===== config.mk =====
export PLATFORM = sky130hd
export DESIGN_NAME = operand_entry_ctrl
export DESIGN_NICKNAME = d
export VERILOG_FILES = /design/src/rtl/operand_entry_ctrl.sv
export SDC_FILE = /design/constraint.sdc
export NUM_CORES = 1
export LEC_CHECK = 0
export BUFFER_PORTS_ARGS = -buffer_cell sky130_fd_sc_hd__clkbuf_2
export CORE_AREA = 2 2 39 41
export DETAILED_ROUTE_END_ITERATION = 6
export DIE_AREA = 0 0 41 43
export GPL_TIMING_DRIVEN = 0
export PLACE_DENSITY_LB_ADDON = 0.05
export RECOVER_POWER = 50
export SYNTH_ARGS = -nofsm -noshare
export SYNTH_HDL_FRONTEND = slang
export SYNTH_SLANG_ARGS = --single-unit

===== constraint.sdc =====
create_clock -name clk -period 1.5 [get_ports clk]
set_input_delay 0.3 -clock clk [delete_from_list [all_inputs] [get_ports clk]]
set_output_delay 0.3 -clock clk [all_outputs]
set_load 0.01 [all_outputs]

===== src/rtl/operand_entry_ctrl.sv =====
`default_nettype none
// ============================================================================
//  Module      : operand_entry_ctrl
//  Description : Operand-entry sequencer for the 4-bit calculator. Turns
//                enter-button presses into single-cycle load strobes that
//                steer the switch value into operand register A or B, and
//                reports when both operands of the current round are valid.
//
//  Ports
//    clk         in   system clock, rising edge
//    reset       in   synchronous active-high reset
//    btn_enter   in   asynchronous (debounced) enter button, active-high
//    clear       in   synchronous active-high, abandons the entry round
//    sw_data     in   [WIDTH-1:0] operand value from the switches
//    write_addr  out  register select for load (0 = A, 1 = B)
//    load        out  one-cycle load strobe
//    data_out    out  [WIDTH-1:0] operand captured with load, held after
//    ready       out  high while A and B both hold operands of this round
//    phase       out  [1:0] state code: 00 WAIT_A, 01 WAIT_B, 10 READY
//
//  Revision    : 1.0  initial release
// ============================================================================
module operand_entry_ctrl #(
    parameter int WIDTH       = 4,
    parameter int SYNC_STAGES = 2
) (
    input  logic             clk,
    input  logic             reset,
    input  logic             btn_enter,
    input  logic             clear,
    input  logic [WIDTH-1:0] sw_data,
    output logic             write_addr,
    output logic             load,
    output logic [WIDTH-1:0] data_out,
    output logic             ready,
    output logic [1:0]       phase
);

    localparam int c_SYNC_LAST = SYNC_STAGES - 1;

    // The encodings double as the LED phase code.
    typedef enum logic [1:0] {
        ST_WAIT_A = 2'b00,
        ST_WAIT_B = 2'b01,
        ST_READY  = 2'b10
    } state_t;

    // ------------------------------------------------------------------
    // Registers and their next-state values
    // ------------------------------------------------------------------
    logic [SYNC_STAGES-1:0] r_sync_q;
    logic [SYNC_STAGES-1:0] w_sync_d;
    logic                   r_prev_q;
    logic                   w_prev_d;
    state_t                 r_state_q;
    state_t                 w_state_d;
    logic                   r_load_q;
    logic                   w_load_d;
    logic                   r_write_addr_q;
    logic                   w_write_addr_d;
    logic [WIDTH-1:0]       r_data_out_q;
    logic [WIDTH-1:0]       w_data_out_d;
    logic                   r_ready_q;
    logic                   w_ready_d;

    logic                   w_press;

    // ------------------------------------------------------------------
    // Button synchronizer: stage 0 samples the raw pin, each later stage
    // takes the previous one.
    // ------------------------------------------------------------------
    for (genvar gi = 0; gi < SYNC_STAGES; gi++) begin : g_sync_chain
        if (gi == 0) begin : g_first
            assign w_sync_d[gi] = btn_enter;
        end else begin : g_rest
            assign w_sync_d[gi] = r_sync_q[gi-1];
        end
    end

    assign w_prev_d = r_sync_q[c_SYNC_LAST];

    // Rising edge of the synchronized button. Because the chain and prev
    // reset to 1, a button held across reset release never looks like a
    // fresh press.
    assign w_press = r_sync_q[c_SYNC_LAST] & ~r_prev_q;

    // ------------------------------------------------------------------
    // Entry sequencing
    // ------------------------------------------------------------------
    always_comb begin
        w_state_d      = r_state_q;
        w_load_d       = 1'b0;
        w_write_addr_d = r_write_addr_q;
        w_data_out_d   = r_data_out_q;

        if (clear) begin
            // clear outranks a coincident press; the press is dropped.
            w_state_d = ST_WAIT_A;
        end else if (w_press) begin
            case (r_state_q)
                ST_WAIT_B: begin
                    w_load_d       = 1'b1;
                    w_write_addr_d = 1'b1;
                    w_data_out_d   = sw_data;
                    w_state_d      = ST_READY;
                end
                // From READY a press begins a fresh round with operand A.
                ST_WAIT_A, ST_READY: begin
                    w_load_d       = 1'b1;
                    w_write_addr_d = 1'b0;
                    w_data_out_d   = sw_data;
                    w_state_d      = ST_WAIT_B;
                end
                default: begin
                    w_state_d = ST_WAIT_A;
                end
            endcase
        end else if (r_state_q != ST_WAIT_A && r_state_q != ST_WAIT_B
                     && r_state_q != ST_READY) begin
            // Unused code 2'b11: fall back to the start of entry.
            w_state_d = ST_WAIT_A;
        end

        // Registered from the next state so ready moves on the same edge
        // as the load that completes or restarts a round.
        w_ready_d = (w_state_d == ST_READY);
    end

    // ------------------------------------------------------------------
    // State and output registers
    // ------------------------------------------------------------------
    always_ff @(posedge clk) begin
        if (reset) begin
            r_sync_q       <= '1;
            r_prev_q       <= 1'b1;
            r_state_q      <= ST_WAIT_A;
            r_load_q       <= 1'b0;
            r_write_addr_q <= 1'b0;
            r_data_out_q   <= '0;
            r_ready_q      <= 1'b0;
        end else begin
            r_sync_q       <= w_sync_d;
            r_prev_q       <= w_prev_d;
            r_state_q      <= w_state_d;
            r_load_q       <= w_load_d;
            r_write_addr_q <= w_write_addr_d;
            r_data_out_q   <= w_data_out_d;
            r_ready_q      <= w_ready_d;
        end
    end

    assign load       = r_load_q;
    assign write_addr = r_write_addr_q;
    assign data_out   = r_data_out_q;
    assign ready      = r_ready_q;
    assign phase      = r_state_q;

endmodule
`default_nettype wire

### Word level (Yosys, flattened, before mapping)

Index checks and enable logic that the tools add are counted.

| cells by class | value |
|---|---|
| mux-type cells | 6 |
| reductions and logical operators | 10 |
| bitwise operators | 4 |
| equal/unequal tests | 5 |

Operator list:

| cell | count |
|---|---|
| $mux 2 | 3 |
| $reduce_and 3->1 | 2 |
| $reduce_or 3->1 | 2 |
| $eq 2x2->1 const B | 2 |
| $pmux 2 s2 | 1 |
| $reduce_bool 2->1 | 2 |
| $not 1->1 | 3 |
| $eq 2x1->1 const B | 1 |
| $logic_and 1x1->1 | 2 |
| $logic_not 2->1 | 1 |
| $ne 2x1->1 const B | 1 |
| $ne 2x2->1 const B | 1 |
| $pmux 1 s2 | 1 |
| $reduce_or 2->1 | 1 |
| $and 1x1->1 | 1 |
| $mux 1 | 1 |

| storage, ports and cells | value |
|---|---|
| bits in registers | 12 |
| output and inout bits | 9 |
| word-level logic and storage cells | 32 |
| bits of input ports | 8 |

### Depth between registers and ports, before layout

| logic depth | value |
|---|---|
| word-level depth | 7 |
| depth in mapped cells | 3 |
| gate-level depth less buffers | 3 |

### Worst setup path after synthesis

OpenSTA, ideal clock, no wires.

| timing path | value |
|---|---|
| path type | register -> register |
| start | register r_state_q[0] (netlist: phase[0]) |
| end | register r_state_q[1] (netlist: phase[1]) |
| cell stages (with the launch flop) | 4 |
| period minus slack after synthesis | 1.045 ns |
| arrival | 0.960 ns |
| data required time | 1.414 ns |
| buffers on the path | 0 |
| setup time | 0.086 ns |
| path slack | 0.455 ns |
| cells stage by stage | dfxtp_1 nand2b_1 or2_1 a211oi_1 |

| on the way | value |
|---|---|
| longest elaborated chain between the ends | 6 |
| elaborated cells on any way between the ends | 13 |
| classes of those cells | 4 x eq/ne; 4 x mux; 5 x reduce/logical |

Ends and longest elaborated chain:

| element | line | text |
|---|---|---|
| start: declaration | 55 | `state_t r_state_q;` |
| start signal: assignment | 144 | `r_state_q <= w_state_d;` |
| parallel branches: the longest is 4 deep, another holds $eq 2x2->1 | -- |  |
| $mux 2 * | 99 | `end else if (w_press) begin` |
| $mux 2 * | 96 | `if (clear) begin` |

Mark *: on every way between the ends.
A chain may end at the register's enable or synchronous reset.

### Worst setup path in the final report

| timing path | value |
|---|---|
| start | register r_state_q[1] (netlist: phase[1]) |
| end | output phase[1] |

RTL lines:

| element | line | text |
|---|---|---|
| end: declaration | 36 | `output logic [1:0] phase` |

No word-level cell between the ends.

==> out/metrics.cfg <==
[outcome]
outcome=completed

[logic_synthesis]
syn_nets=50
ys_ff_latch=12
yosysTopAreaCellShare=0.5147
yosys.area_share.adder=0
ys.flop_type=dfxtp_1
yosysTopAreaCell=dfxtp_1
synth_edf_count=0
yosys.area_share.simple=0.2922
synth_compound_area_frac=0.07507
yosysUniqueCellTypes=15
syn-cell-area_um2=466.7
synth.area.top_cells=dfxtp_1, nand2b_1, mux2i_1, a211oi_4, or2_2
synth_warnings=0
synth-async-reset-ratio=0
synth_top_family_by_area=simple AND/OR/NAND/NOR gates
synth.avg_cell_area_um2=11.11
yosysMostFrequentCell=dfxtp_1
synth_xor_area_frac=0
postSynthCellCount=42
yosysSeqAreaShare=0.5147
synth.top_cells.by_count=dfxtp_1, nand2b_1, mux2i_1
muxShareOfSynthArea=0.1099

[setup_path]
endpoint_kind=primary output
cp.arrival_ns=0.89
slowest_stage=dfxtp_1
slowest_delay_ns=0.45
crit_path_start_kind=register
path_delay_family=flip-flops
critical_path_buf_inv_count=1
path_cells=clkbuf_2
crit_type=reg -> out
critPathRequiredTime_ns=1.20
crit_fanout=5

[die]
die_w_um=41
die_area_mm2=0.001763
start_util=0.3373
core-area_mm2=0.001384
num_rows=14
io_pins=17
die_y_um=43

[clocking]
clk_pin_slew_ns=0.08
cts.sinks=12
postCtsSetupBuffers=0
cts_resized=0
cts-buffers-inserted=3
clock_latency_ns=0.26
cts_max_path_buffers=2
htree_levels=1
holdBufCountCts=0
cts_root_buffer=clkbuf_4
cts_tree=yes

[global_routing]
grt.overflow.total=0
antenna_found_initial=0
grt_max_degree=11
grt_pass1_vias=286
grt_pass1_wl_um=1228
grt.total_usage=0.1071

[pwr]
p_per_area_mw_per_mm2=1032
combPwrFrac=0.058
peakVddDrop_v=0.0004542
switching_share=0.2013
p_seq_frac=0.534
p_sw_uw=123.4
leakage_uw=0.0002222
pwr-share-clk=0.408
p_int_uw=489.9

[timing]
timing.fmax_mhz=837.7
tightest_slew_ns=0.3605
rsz0062_at_grt=false
skew_ns=0.003774
fin_crit_sh=0.7959
setup_viol=0
slew_viol_final=0
setup_tns_ns=0
slew_headroom=0.7597
hold_viol=0
finalCriticalPeriod_ns=1.194

[min_path]
hold_class=in -> reg

[layout]
nFillCells=151
multi_input_area_um2=222.7
area_growth_pct=27.35
fin_util=0.4295
layout-drive-gt1-share=0.2903
diodes=0
nets=71
seq_area_um2=240.2
postLayoutCellArea_um2=594.3

[detailed_routing]
via_per_inst=4.436
drc_errors=0
drt_iter0_drc=1
vias=346
antenna_left=0
wl_um=748
wire_per_inst_um=9.590
dr.pass1.iters=2

[placement]
postPlaceCellArea_um2=566.8
dp_hpwl_um=551
gp_congestion=0.5519
io_buffers=16

[run]
timing.max_cap.violations=0

==> worst paths after layout <==
check | slack, ns | start | cells past startpoint | endpoint
setup / recovery | 0.31 | phase[1] | 1 | phase[1]
hold / removal | 0.21 | btn_enter | 2 | r_sync_q[0]
setup reg to reg | 0.41 | r_sync_q[1] | 3 | data_out[2]
hold reg to reg | 0.42 | r_sync_q[0] | 1 | r_sync_q[1]
==> worst reg2reg max path: stages, from the launching register on <==
cell	delay (ns)
dfxtp_1	0.39
nand2b_4	0.09
a211oi_4	0.31
mux2i_1	0.23
==> registers in the layout (all words and copies together), names as in the netlist <==
| signal | cells |
|---|---|
| write_addr | 1 |
| phase | 2 |
| load | 1 |
| r_sync_q | 2 |
| ready | 1 |
| r_prev_q | 1 |
| data_out | 4 |
==> power by group through the flow <==
stage,sequential (µW),clock (µW),combinational [µW]
after CTS,327,264,37.3
after global placement,335,0,37.3
after global routing,328,284,40.6
after floorplan,336,0,18.3
after detailed placement,335,0,37.3
final,327,250,35.6
==> metrics by stage <==
stage	setup slack [ns]	hold slack, ns	std cells	total power [µW]
after floorplan	0.4546	0.3769	42	354.0
after global placement	0.3572	0.3918	74	372.2
after detailed placement	0.3608	0.3982	74	372.2
after CTS	0.2934	0.2008	78	628.3
after global routing	0.2198	0.1884	78	652.6
final	0.3062	0.2099	78	613.4
==> routing by layer <==
| layer | part of all wire | global-route usage | vias to the layer above | wire (µm) |
|---|---|---|---|---|
| met1 | 0.50 | 0.1475 | 149 | 376 |
| met3 | 0.10 | 0.05236 | 2 | 76 |
| met4 | 0.0067 | 0.08000 | 0 | 5 |
| met5 | 0 | 0 | - | 0 |
| li1 | - | - | 182 | - |
| met2 | 0.39 | 0.1219 | 13 | 288 |
==> placed cells by master (no fill, tap or decap), drive strengths merged <==
cell / count
clkbuf: 21
mux2: 1
dfxtp: 12
nor2b: 1
or2: 4
nor2: 1
mux2i: 4
nand2b: 10
nand3b: 1
nor3: 3
a211oi: 3
nor4b: 1
==> final cells by class <==
cell class / count / share of cell area
flip-flops and latches: 12 / 0.4042
repair buffers: 16 / 0.1200
clock buffers: 4 / 0.06105
multi-input cells: 29 / 0.3747
well taps: 16 / 0.03368
plain buffers: 1 / 0.006316
==> cells by family (layout without fill, tap and decap cells) <==
kind of cell / Yosys count / count (layout)
and+or+nand+nor: 21 / 21
DFF: 12 / 12
muxes: 5 / 5
buffers and inverters: 1 / 21
AOI/OAI and AO/OA: 3 / 3
(Power assumes the default switching activity.)
